$ cat src/rtl/mas_alu_pkg.sv
// Shared constants and enumerations for the MAS core ALU.
// Consumed by mas_alu_fsm and mas_alu_top (optional MAS_ALU_STATUS_EN status output lives in the top).
package mas_alu_pkg;

  localparam int unsigned MAS_BLEN = 32;
  localparam int unsigned MAS_SHW  = $clog2(MAS_BLEN);

  typedef enum logic [1:0] {
    MAS_ALU_ADD = 2'd0,
    MAS_ALU_SUB = 2'd1,
    MAS_ALU_SLL = 2'd2,
    MAS_ALU_SRL = 2'd3
  } type_mas_alu_cmd;

  typedef enum logic [1:0] {
    MAS_FSM_IDLE  = 2'd0,
    MAS_FSM_READY = 2'd1,
    MAS_FSM_OPER  = 2'd2,
    MAS_FSM_DONE  = 2'd3
  } type_mas_alu_fsm_state;

endpackage

$ cat src/rtl/mas_alu_fsm.sv
// Control FSM for the MAS ALU: IDLE -> READY (capture) -> OPER (compute) -> DONE (present).
// Phase flags are registered alongside the state so they decode without glitches.
module mas_alu_fsm
  import mas_alu_pkg::*;
(
  input  logic clk,
  input  logic rst,
  input  logic mas_alu_req,
  output logic mas_alu_fsm_ready,
  output logic mas_alu_fsm_oper,
  output logic mas_alu_fsm_done
);

  type_mas_alu_fsm_state mas_alu_fsm_state;
  type_mas_alu_fsm_state mas_alu_fsm_state_d;

  // State register; phase flags follow the next state so they match the state register.
  always_ff @(posedge clk) begin
    if (rst) begin
      mas_alu_fsm_state <= MAS_FSM_IDLE;
      mas_alu_fsm_ready <= 1'b0;
      mas_alu_fsm_oper  <= 1'b0;
      mas_alu_fsm_done  <= 1'b0;
    end else begin
      mas_alu_fsm_state <= mas_alu_fsm_state_d;
      mas_alu_fsm_ready <= (mas_alu_fsm_state_d == MAS_FSM_READY);
      mas_alu_fsm_oper  <= (mas_alu_fsm_state_d == MAS_FSM_OPER);
      mas_alu_fsm_done  <= (mas_alu_fsm_state_d == MAS_FSM_DONE);
    end
  end

  // Next-state logic; once READY is entered the operation always runs to DONE.
  always_comb begin
    mas_alu_fsm_state_d = mas_alu_fsm_state;
    case (mas_alu_fsm_state)
      MAS_FSM_IDLE:  if (mas_alu_req) mas_alu_fsm_state_d = MAS_FSM_READY;
      MAS_FSM_READY: mas_alu_fsm_state_d = MAS_FSM_OPER;
      MAS_FSM_OPER:  mas_alu_fsm_state_d = MAS_FSM_DONE;
      MAS_FSM_DONE:  mas_alu_fsm_state_d = mas_alu_req ? MAS_FSM_READY : MAS_FSM_IDLE;
      default:       mas_alu_fsm_state_d = MAS_FSM_IDLE;
    endcase
  end

endmodule

$ cat src/rtl/mas_alu_top.sv
// Multi-cycle 4-op ALU (add/sub/sll/srl) with req/ready handshake; one op per three cycles.
// Define MAS_ALU_STATUS_EN to add the mas_alu_ovf carry/borrow/shift-out status output.
module mas_alu_top
  import mas_alu_pkg::*;
(
  input  logic                clk,
  input  logic                rst,
  input  logic                mas_alu_req,
  input  logic [1:0]          mas_alu_cmd,
  input  logic [MAS_BLEN-1:0] mas_alu_op1,
  input  logic [MAS_BLEN-1:0] mas_alu_op2,
  output logic [MAS_BLEN-1:0] mas_alu_res,
  output logic                mas_alu_ready
`ifdef MAS_ALU_STATUS_EN
  ,
  output logic                mas_alu_ovf
`endif
);

  logic fsm_ready;
  logic fsm_oper;
  logic fsm_done;

  type_mas_alu_cmd     cmd_q;
  logic [MAS_BLEN-1:0] op1_q;
  logic [MAS_BLEN-1:0] op2_q;
  logic [MAS_BLEN-1:0] res_q;
  logic [MAS_BLEN-1:0] res_d;
  logic                shift_big;
  logic [MAS_SHW-1:0]  sh_amt;

  mas_alu_fsm mfsm (
    .clk               (clk),
    .rst               (rst),
    .mas_alu_req       (mas_alu_req),
    .mas_alu_fsm_ready (fsm_ready),
    .mas_alu_fsm_oper  (fsm_oper),
    .mas_alu_fsm_done  (fsm_done)
  );

  // Operands are sampled only on the READY->OPER edge.
  always_ff @(posedge clk) begin
    if (rst) begin
      cmd_q <= MAS_ALU_ADD;
      op1_q <= '0;
      op2_q <= '0;
    end else if (fsm_ready) begin
      cmd_q <= type_mas_alu_cmd'(mas_alu_cmd);
      op1_q <= mas_alu_op1;
      op2_q <= mas_alu_op2;
    end
  end

  assign shift_big = (op2_q >= MAS_BLEN'(MAS_BLEN));
  assign sh_amt    = op2_q[MAS_SHW-1:0];

`ifdef MAS_ALU_STATUS_EN
  logic [MAS_BLEN:0]     add_w;
  logic [2*MAS_BLEN-1:0] sll_w;
  logic [2*MAS_BLEN-1:0] srl_w;
  logic                  ovf_d;
  logic                  ovf_q;

  // Double-width shifts expose the bits pushed out of the result window.
  always_comb begin
    add_w = {1'b0, op1_q} + {1'b0, op2_q};
    sll_w = {MAS_BLEN'(0), op1_q} << sh_amt;
    srl_w = {op1_q, MAS_BLEN'(0)} >> sh_amt;
    res_d = '0;
    ovf_d = 1'b0;
    case (cmd_q)
      MAS_ALU_ADD: begin
        res_d = add_w[MAS_BLEN-1:0];
        ovf_d = add_w[MAS_BLEN];
      end
      MAS_ALU_SUB: begin
        res_d = op1_q - op2_q;
        ovf_d = (op1_q < op2_q);
      end
      MAS_ALU_SLL: begin
        res_d = shift_big ? '0 : sll_w[MAS_BLEN-1:0];
        ovf_d = shift_big ? (|op1_q) : (|sll_w[2*MAS_BLEN-1:MAS_BLEN]);
      end
      MAS_ALU_SRL: begin
        res_d = shift_big ? '0 : srl_w[2*MAS_BLEN-1:MAS_BLEN];
        ovf_d = shift_big ? (|op1_q) : (|srl_w[MAS_BLEN-1:0]);
      end
      default: begin
        res_d = '0;
        ovf_d = 1'b0;
      end
    endcase
  end

  always_ff @(posedge clk) begin
    if (rst) begin
      ovf_q <= 1'b0;
    end else if (fsm_oper) begin
      ovf_q <= ovf_d;
    end
  end

  assign mas_alu_ovf = ovf_q;
`else
  // Operation mux on the captured operands; carry and shifted-out bits are dropped.
  always_comb begin
    res_d = '0;
    case (cmd_q)
      MAS_ALU_ADD: res_d = op1_q + op2_q;
      MAS_ALU_SUB: res_d = op1_q - op2_q;
      MAS_ALU_SLL: res_d = shift_big ? '0 : (op1_q << sh_amt);
      MAS_ALU_SRL: res_d = shift_big ? '0 : (op1_q >> sh_amt);
      default:     res_d = '0;
    endcase
  end
`endif

  // Result holds until the next OPER->DONE edge.
  always_ff @(posedge clk) begin
    if (rst) begin
      res_q <= '0;
    end else if (fsm_oper) begin
      res_q <= res_d;
    end
  end

  assign mas_alu_res   = res_q;
  assign mas_alu_ready = fsm_done;

endmodule

$ cat config.mk
export PLATFORM = sky130hd
export DESIGN_NAME = mas_alu_top
export DESIGN_NICKNAME = d
export VERILOG_FILES = /design/src/rtl/mas_alu_pkg.sv /design/src/rtl/mas_alu_fsm.sv /design/src/rtl/mas_alu_top.sv
export SDC_FILE = /design/constraint.sdc
export NUM_CORES = 1
export LEC_CHECK = 0
export ABC_AREA = 1
export CORE_ASPECT_RATIO = 1.75
export CORE_MARGIN = 2
export CORE_UTILIZATION = 56
export CTS_CLUSTER_DIAMETER = 50
export DETAILED_ROUTE_END_ITERATION = 12
export PLACE_DENSITY = 0.84
export SYNTH_ARGS = -nofsm -noshare
export SYNTH_HDL_FRONTEND = slang
export SYNTH_SLANG_ARGS = --single-unit
$ cat constraint.sdc
create_clock -name clk -period 7.19 [get_ports clk]
set_input_delay 1.0785 -clock clk [delete_from_list [all_inputs] [get_ports clk]]
set_output_delay 1.0785 -clock clk [all_outputs]
set_load 0.02 [all_outputs]
==> impl_results.md, run 1 <==
- Core Footprint: 0.0181 mm²
- TNS Setup: 0 ns
- Synth Flop Type: sky130_fd_sc_hd__dfxtp_1
- Worst slew margin relative to its limit: 0.130
- Detailed placement HPWL: roughly 32000 µm
- Number of cell rows: between 60 and 70
- All-Layer GR Usage: 0.421
- Result of the run: finished, final reports clean
- Number of post-CTS setup repair buffers: 0
- Area leader, netlist: sky130_fd_sc_hd__nand2_1
- Antenna violations before repair: 0
- Power Dens Cells: between 500 and 600 mW/mm²
- CP max FO: between 50 and 60
- Via count of the first global-routing pass: around 12000
- Router iterations before antenna repair: 7
- Required time of the critical path: about 7.5 ns
- Transition time of the tightest slew-check pin: 1.30 ns
- First-iteration detailed-routing DRC count: ~1500
- Sequential-to-total area share from yosys stat: 0.199
- Number of hold violations in the final report: 0
- Length in cells of the worst reg-to-reg path: 24
- Antenna diodes: 0
- Worst-case register-to-register setup slack: ~2.9 ns
- Clock tree skew after final layout: 0.0213 ns
- Most frequent cells in the layout: sky130_fd_sc_hd__nand2_1 (593), sky130_fd_sc_hd__nand3_1 (302), sky130_fd_sc_hd__inv_1 (237)
- Kind of path behind the tightest hold check: reg -> reg
- Max Freq: 234 MHz
- Fin crit share: 0.593
- Worst reg2reg path endpoint: mas_alu_res[28]
- Area share of the largest cell type after synthesis: 0.215
- Count of buffers inserted at the top-level ports: 101
- Largest net degree at the start of global routing: 103
- Die height: 184 µm
- Die ar.: 0.0196 mm²
- WL/cell: 18.6 µm
- Sequential cell area: 0.00206 mm²
- Arrival time of the worst setup path: approximately 4.6 ns
- Max-slew violations: 0
- Crit path launch type: flip-flop
- Number of clock sinks: between 100 and 150
- Max capacitance violation total: 0
- H-Tree Level Count: 3
- Clock tree from TritonCTS: yes
- Number of enable flip-flop cells after synthesis: 0
- Worst-path clk slew: about 0.080 ns
- Period minus WS final: between 4 and 5 ns
- Crit path launch: op2_q[0]
- Area taken by multi-input logic gates: 0.00694 mm²
- Synth unique cells: between 40 and 50
- Vias per inst: around 6
- Most common library cell in the layout ignoring fill and taps: sky130_fd_sc_hd__nand2_1
- Peak supply drop: ~0.31 mV
- RSZ-0062 raised after global routing: no
- Remaining global-route overflow: 0
- Net count of the finished layout: roughly 2100
- Number of nets still failing antenna checks after routing: 0
- Total routed wirelength: between 40000 and 50000 µm
- Clock latency on the worst-skew pair: between 0.3 and 0.4 ns
- Number of buffers on the longest clock path: 2
- Netlist area before placement: 0.0104 mm²
- Post-synth ARST share: 0
- Average cell area after synthesis: around 5.4 µm²
- Root Driver: sky130_fd_sc_hd__clkbuf_16
- Share of post-route cells with drive strength above 1: 0.0300
- Register bit count reported by yosys: 103
- Number of primary I/O pins: about 100
- Number of buffers created by CTS: 9
- Critical R2R Launch: op2_q[0]
- Number of cells upsized or downsized after cts: 0
- Count of filler cells inserted in the layout: 1887
- Yosys Warn Count: 0
- Category of the most critical setup path: reg -> reg
- Gate Count Post-Synth: 1930
- Top post-synthesis cells by area: sky130_fd_sc_hd__nand2_1 (21%), sky130_fd_sc_hd__dfxtp_1 (20%), sky130_fd_sc_hd__nand3_1 (15%)
- Global-route wire length before repair: ~64000 µm
- Initial Util: 0.574
- Static Leak: about 6 nW
- Hold Slack: 0.493 ns
- Die X-Extent: around 110 µm
- Relative area change from synthesis to final layout: 12.5%
- Critical path capture point: mas_alu_res[28]
- Setup violations, final: 0
- Hold buffer count at cts: 0
- Detailed-route DRC error count: 0
- CP endpoint kind: flip-flop
- Nets in the synthesized netlist: between 2000 and 2500
- Last weighted congestion value of the routability-driven placer: ~1.1
- Routed vias: around 13000
==> synth_stat cells (5+ instances only) <==
library cell and n:
sky130_fd_sc_hd__inv_2 9, sky130_fd_sc_hd__o21ai_1 16, sky130_fd_sc_hd__nor3_1 5, sky130_fd_sc_hd__nor2_2 9, sky130_fd_sc_hd__xor2_1 24, sky130_fd_sc_hd__buf_1 16
sky130_fd_sc_hd__clkbuf_1 40, sky130_fd_sc_hd__nor2_1 218, sky130_fd_sc_hd__o21ai_0 113, sky130_fd_sc_hd__nand2_1 593, sky130_fd_sc_hd__inv_1 238, sky130_fd_sc_hd__xnor2_1 6
sky130_fd_sc_hd__a21oi_1 118, sky130_fd_sc_hd__ha_1 36, sky130_fd_sc_hd__nand3_1 302, sky130_fd_sc_hd__buf_4 8, sky130_fd_sc_hd__nand4_1 16, sky130_fd_sc_hd__dfxtp_1 103
sky130_fd_sc_hd__buf_2 23
==> worst max-delay path, stage by stage, from the launching register on <==
cell	delay, ns
sky130_fd_sc_hd__dfxtp_1	0.30
sky130_fd_sc_hd__buf_4	0.29
sky130_fd_sc_hd__inv_4	0.39
sky130_fd_sc_hd__ha_1	0.24
sky130_fd_sc_hd__inv_1	0.05
sky130_fd_sc_hd__nor3_2	0.22
sky130_fd_sc_hd__inv_2	0.06
sky130_fd_sc_hd__nor2_2	0.13
sky130_fd_sc_hd__nand2_1	0.11
sky130_fd_sc_hd__nor2_2	0.12
sky130_fd_sc_hd__nand3_1	0.17
sky130_fd_sc_hd__nand2_2	0.19
sky130_fd_sc_hd__o21ai_1	0.10
sky130_fd_sc_hd__xor2_1	0.17
sky130_fd_sc_hd__ha_1	0.41
sky130_fd_sc_hd__nand2_1	0.15
sky130_fd_sc_hd__nor2_1	0.22
sky130_fd_sc_hd__nand2_1	0.10
sky130_fd_sc_hd__nor3_1	0.18
sky130_fd_sc_hd__nand2_1	0.11
sky130_fd_sc_hd__nand3_1	0.09
sky130_fd_sc_hd__nand2_1	0.05
sky130_fd_sc_hd__nor2_1	0.17
sky130_fd_sc_hd__nor2_1	0.07
sky130_fd_sc_hd__nor2_1	0.08
==> worst min path at each step <==
stage | from | endpoint | slack (ns) | cells past startpoint
after floorplan | op1_q[24] | op1_q[24] | 0.46 | 2
after global placement | cmd_q[0] | cmd_q[0] | 0.47 | 2
after detailed placement | cmd_q[0] | cmd_q[0] | 0.48 | 2
after CTS | cmd_q[0] | cmd_q[0] | 0.50 | 2
after global routing | cmd_q[0] | cmd_q[0] | 0.52 | 2
final | cmd_q[0] | cmd_q[0] | 0.49 | 2
==> per-stage QoR <==
step	instance area (µm²)	utilization	setup slack (ns)	power, mW	cells
global route	11600	0.645	2.67	7.00	2201
floorplan	10400	-	3.94	4.34	1930
finish	11600	0.645	2.93	6.45	2201
CTS	11600	0.645	3.03	6.29	2201
global placement	11300	0.628	3.08	5.66	2186
detailed placement	11300	0.628	3.06	5.70	2186
==> routing by layer <==
metal / vias to the layer above / routed length (µm) / GRT usage
li1: 6225 / - / -
met1: 5707 / 15000 / 0.505
met2: 775 / 18300 / 0.659
met3: 181 / 3700 / 0.0581
met4: 0 / 4040 / 0.346
met5: - / 0 / 0
==> where the power goes <==
group | internal, mW | switching (mW)
logic | 1.51 | 3.36
clock network | 0.307 | 0.259
registers | 0.767 | 0.243
total | 2.59 | 3.86
==> state kept, by name (all words and copies together) (netlist names) <==
name                    count
cmd_q                       2
mas_alu_res                32
mfsm.mas_alu_fsm_done       1
mfsm.mas_alu_fsm_oper       1
mfsm.mas_alu_fsm_ready      1
mfsm.mas_alu_fsm_state      2
op1_q                      32
op2_q                      32
==> cell type report <==
type                    instances  area share
repair buffers                111      0.0932
well taps                     234      0.0251
flip-flops and latches        103       0.177
multi-input cells            1487       0.596
clock buffers                   9      0.0193
clock inverters                 6     0.00795
inverters                     251      0.0811
==> cells by family (layout without fill, tap and decap cells) <==
logic type                 after synthesis  after routing  synth area share
buffers and inverters                  340            377             0.131
xor gates and xnor gates                30             30            0.0254
and+or+nand+nor                       1157           1157             0.467
AOI/OAI and AO/OA                      262            262             0.131
DFF                                    103            103             0.199
muxes                                    1              1           0.00109
adders and majority gates               37             37            0.0454
No activity file was read; power rests on OpenSTA's default activity.
==> run 2: changes to the inputs <==
- CORE_UTILIZATION: 56 -> 54
- clock period: 7.19 -> 3.8 ns (I/O delays scaled with it)
==> impl_results.md, run 2 (same netlist as run 1, synthesis figures left out) <==
- Die ar.: 0.0203 mm² (+3.6%)
- Die X-Extent: 109 µm (+1.8%)
- Required time of the critical path: 4.06 ns (-3.45 ns)
- Sequential cell area: 0.00206 mm² (unchanged)
- Max Freq: 286 MHz (+22%)
- TNS Setup: 0 ns (unchanged)
- Slowest Stage Delay on Critical Path: 0.45 ns (+0.04 ns)
- Crit path launch type: flip-flop
- Relative area change from synthesis to final layout: 13.1%
- Largest net degree at the start of global routing: 81 (-21%)
- CP most frequent cell: sky130_fd_sc_hd__nand2_1
- Worst-case register-to-register setup slack: 0.30 ns (-2.62 ns)
- Clock tree skew after final layout: 0.0138 ns (-0.00746 ns)
- Result of the run: finished, final reports clean
- Min-delay src: cmd_q[0]
- Hold Slack: 0.494 ns (+0.00145 ns)
- All-Layer GR Usage: 0.406 (-0.0148)
- Number of clock sinks: 103 (unchanged)
- Clock latency on the worst-skew pair: 0.37 ns (about the same)
- Crit path setup slack, layout: 0.301 ns (-2.62 ns)
- Number of hold violations in the final report: 0 (unchanged)
- Vias per inst: 5.69 (-2.8%)
- Most common library cell in the layout ignoring fill and taps: sky130_fd_sc_hd__nand2_1
- Number of nets still failing antenna checks after routing: 0 (unchanged)
- Critical R2R Launch: op2_q[0]
- Detailed-route DRC error count: 0 (unchanged)
- Total routed wirelength: 40400 µm (-1.5%)
- Initial Util: 0.547 (-0.0270)
- Power consumption: 12.0 mW (+86%)
- Hold buffer count at cts: 0 (unchanged)
- Number of buffers created by CTS: 9 (unchanged)
- Routed vias: 12633 (-2.0%)
- H-Tree Level Count: 3 (unchanged)
- Most frequent cells in the layout: sky130_fd_sc_hd__nand2_1 (593), sky130_fd_sc_hd__nand3_1 (302), sky130_fd_sc_hd__inv_1 (237)
- Arrival time of the worst setup path: 3.76 ns (-0.82 ns)
- Count of filler cells inserted in the layout: 1995 (+5.7%)
- Kind of path behind the tightest hold check: reg -> reg
- RSZ-0062 raised after global routing: no
- Core Footprint: 0.0189 mm² (+4.9%)
- Die height: 187 µm (+1.8%)
- First-iteration detailed-routing DRC count: 1193 (-20%)
- Cells along the critical path: inv_4, buf_6, nand3_1, nor2_2, nand4_1, nand2_1, xor2_1, inv_1, ha_1, nand2_1, nor2_1, nand2_1, nand2_1, nand2_1, nand2_1, o21ai_0, buf_4, a21oi_1, nor2_1
- Period minus WS final: 3.50 ns (-0.766 ns)
- Max capacitance violation total: 0 (unchanged)
- Number of cell rows: 67 (+3.1%)
- Category of the most critical setup path: reg -> reg
- Peak supply drop: 0.611 mV (+97%)
- Static Leak: 6.06 nW (+0.70%)
- Antenna violations before repair: 0 (unchanged)
- Setup violations, final: 0 (unchanged)
- Antenna diodes: 0 (unchanged)
- Detailed placement HPWL: 32100 µm (+0.16%)
- Remaining global-route overflow: 0 (unchanged)
- Number of instances on the worst hold path: 2 (unchanged)
- Library cell contributing the largest single delay on the critical path: sky130_fd_sc_hd__ha_1
- Transition time of the tightest slew-check pin: 0.788 ns (-0.512 ns)
- Length in cells of the worst reg-to-reg path: 19 (-21%)
- Root Driver: sky130_fd_sc_hd__clkbuf_16
- Worst-path clk slew: 0.08 ns (about the same)
- Clock tree from TritonCTS: yes
- Fin crit share: 0.921 (+0.328)
- CP max FO: 36 (-29%)
- Share of post-route cells with drive strength above 1: 0.0354 (+0.00538)
- CP endpoint kind: flip-flop
- Worst reg2reg path endpoint: mas_alu_res[12]
- Via count of the first global-routing pass: 11795 (unchanged)
- Worst slew margin relative to its limit: 0.474 (+0.344)
- Router iterations before antenna repair: 7 (unchanged)
- Count of buffers inserted at the top-level ports: 101 (unchanged)
- Area taken by multi-input logic gates: 0.00695 mm² (about the same)
- Max-slew violations: 0 (unchanged)
- Worst setup slack before clock tree synthesis: 0.243 ns (-2.82 ns)
- Number of primary I/O pins: 102 (unchanged)
- Power Dens Cells: 1030 mW/mm² (+85%)
- Number of buffers on the longest clock path: 2 (unchanged)
- Last weighted congestion value of the routability-driven placer: 1.07 (-1.2%)
- Net count of the finished layout: 2083 (+0.68%)
- Global-route wire length before repair: 62900 µm (-1.0%)
- End of the worst hold path: cmd_q[0]
- WL/cell: 18.2 µm (-2.4%)
- Final cell utilization of the core: 0.619 (-0.0267)
## run 2: cell count changes in the layout (fill, tap and decap cells not counted)
cell                        change
sky130_fd_sc_hd__clkinv_2       -1
sky130_fd_sc_hd__nor2_2         +1
sky130_fd_sc_hd__buf_6          +1
sky130_fd_sc_hd__clkbuf_1       +2
sky130_fd_sc_hd__bufinv_16      -2
sky130_fd_sc_hd__buf_12         +1
sky130_fd_sc_hd__buf_4         +12
sky130_fd_sc_hd__clkbuf_8       +1
sky130_fd_sc_hd__inv_6          -1
sky130_fd_sc_hd__inv_8          -1
sky130_fd_sc_hd__nor2_1         -1
## run 2: report_power, final
group / switching [mW] / total (mW) / internal (mW)
Combinational: 6.24 / 9.18 / 2.95
Sequential: 0.500 / 1.95 / 1.45
Clock: 0.438 / 0.891 / 0.453
Total: 7.17 / 12.0 / 4.85
## run 2: worst max path at each step
stage,from,to,slack (ns),cells after the start
after floorplan,op2_q[1],mas_alu_res[27],0.55,25
after global placement,op2_q[0],mas_alu_res[20],0.29,22
after detailed placement,op2_q[0],mas_alu_res[12],0.24,19
after CTS,op2_q[0],mas_alu_res[12],0.24,19
after global routing,op2_q[0],mas_alu_res[12],0.01,19
final,op2_q[0],mas_alu_res[12],0.30,19
## run 2: worst max-delay path: cells and delay by family (launching register included)
family	cells	cell delay [ns]
compound gates	2	0.26
flops	1	0.34
buf+inv	4	0.64
xor+xnor	1	0.16
simple gates	11	1.55
fa+ha+maj	1	0.45
## run 2: metrics by stage
stage               cell area, µm²  cells
finish                       11700   2220
floorplan                    10400   1930
global placement             11500   2207
detailed placement           11500   2207
global route                 11700   2220
CTS                          11700   2220
## run 2: final cells by class
type	instances	share of cell area
well taps	241	0.0257
multi-input cells	1487	0.593
clock inverters	1	0.000641
repair buffers	125	0.103
inverters	251	0.0806
clock buffers	12	0.0210
flip-flops and latches	103	0.176
## run 2: repair_timing
item                       CTS  global route
hold endpoints to repair     0             0
setup endpoints to repair    0            11
setup buffers                0             0
resized for setup            0             2
## run 2: layer usage
layer	part of all wire	GRT usage	vias to the layer above	wire length, µm
li1	-	-	6254	-
met3	0.078	0.0753	172	3160
met4	0.11	0.358	0	4470
met2	0.44	0.613	647	17600
met1	0.38	0.480	5560	15100
met5	0	0	-	0
==> run 3: changes to the inputs <==
- CAP_MARGIN: unset -> 20
==> results of run 3 <==
No change in the layout: final DEF, timing and power equal those of run 2.
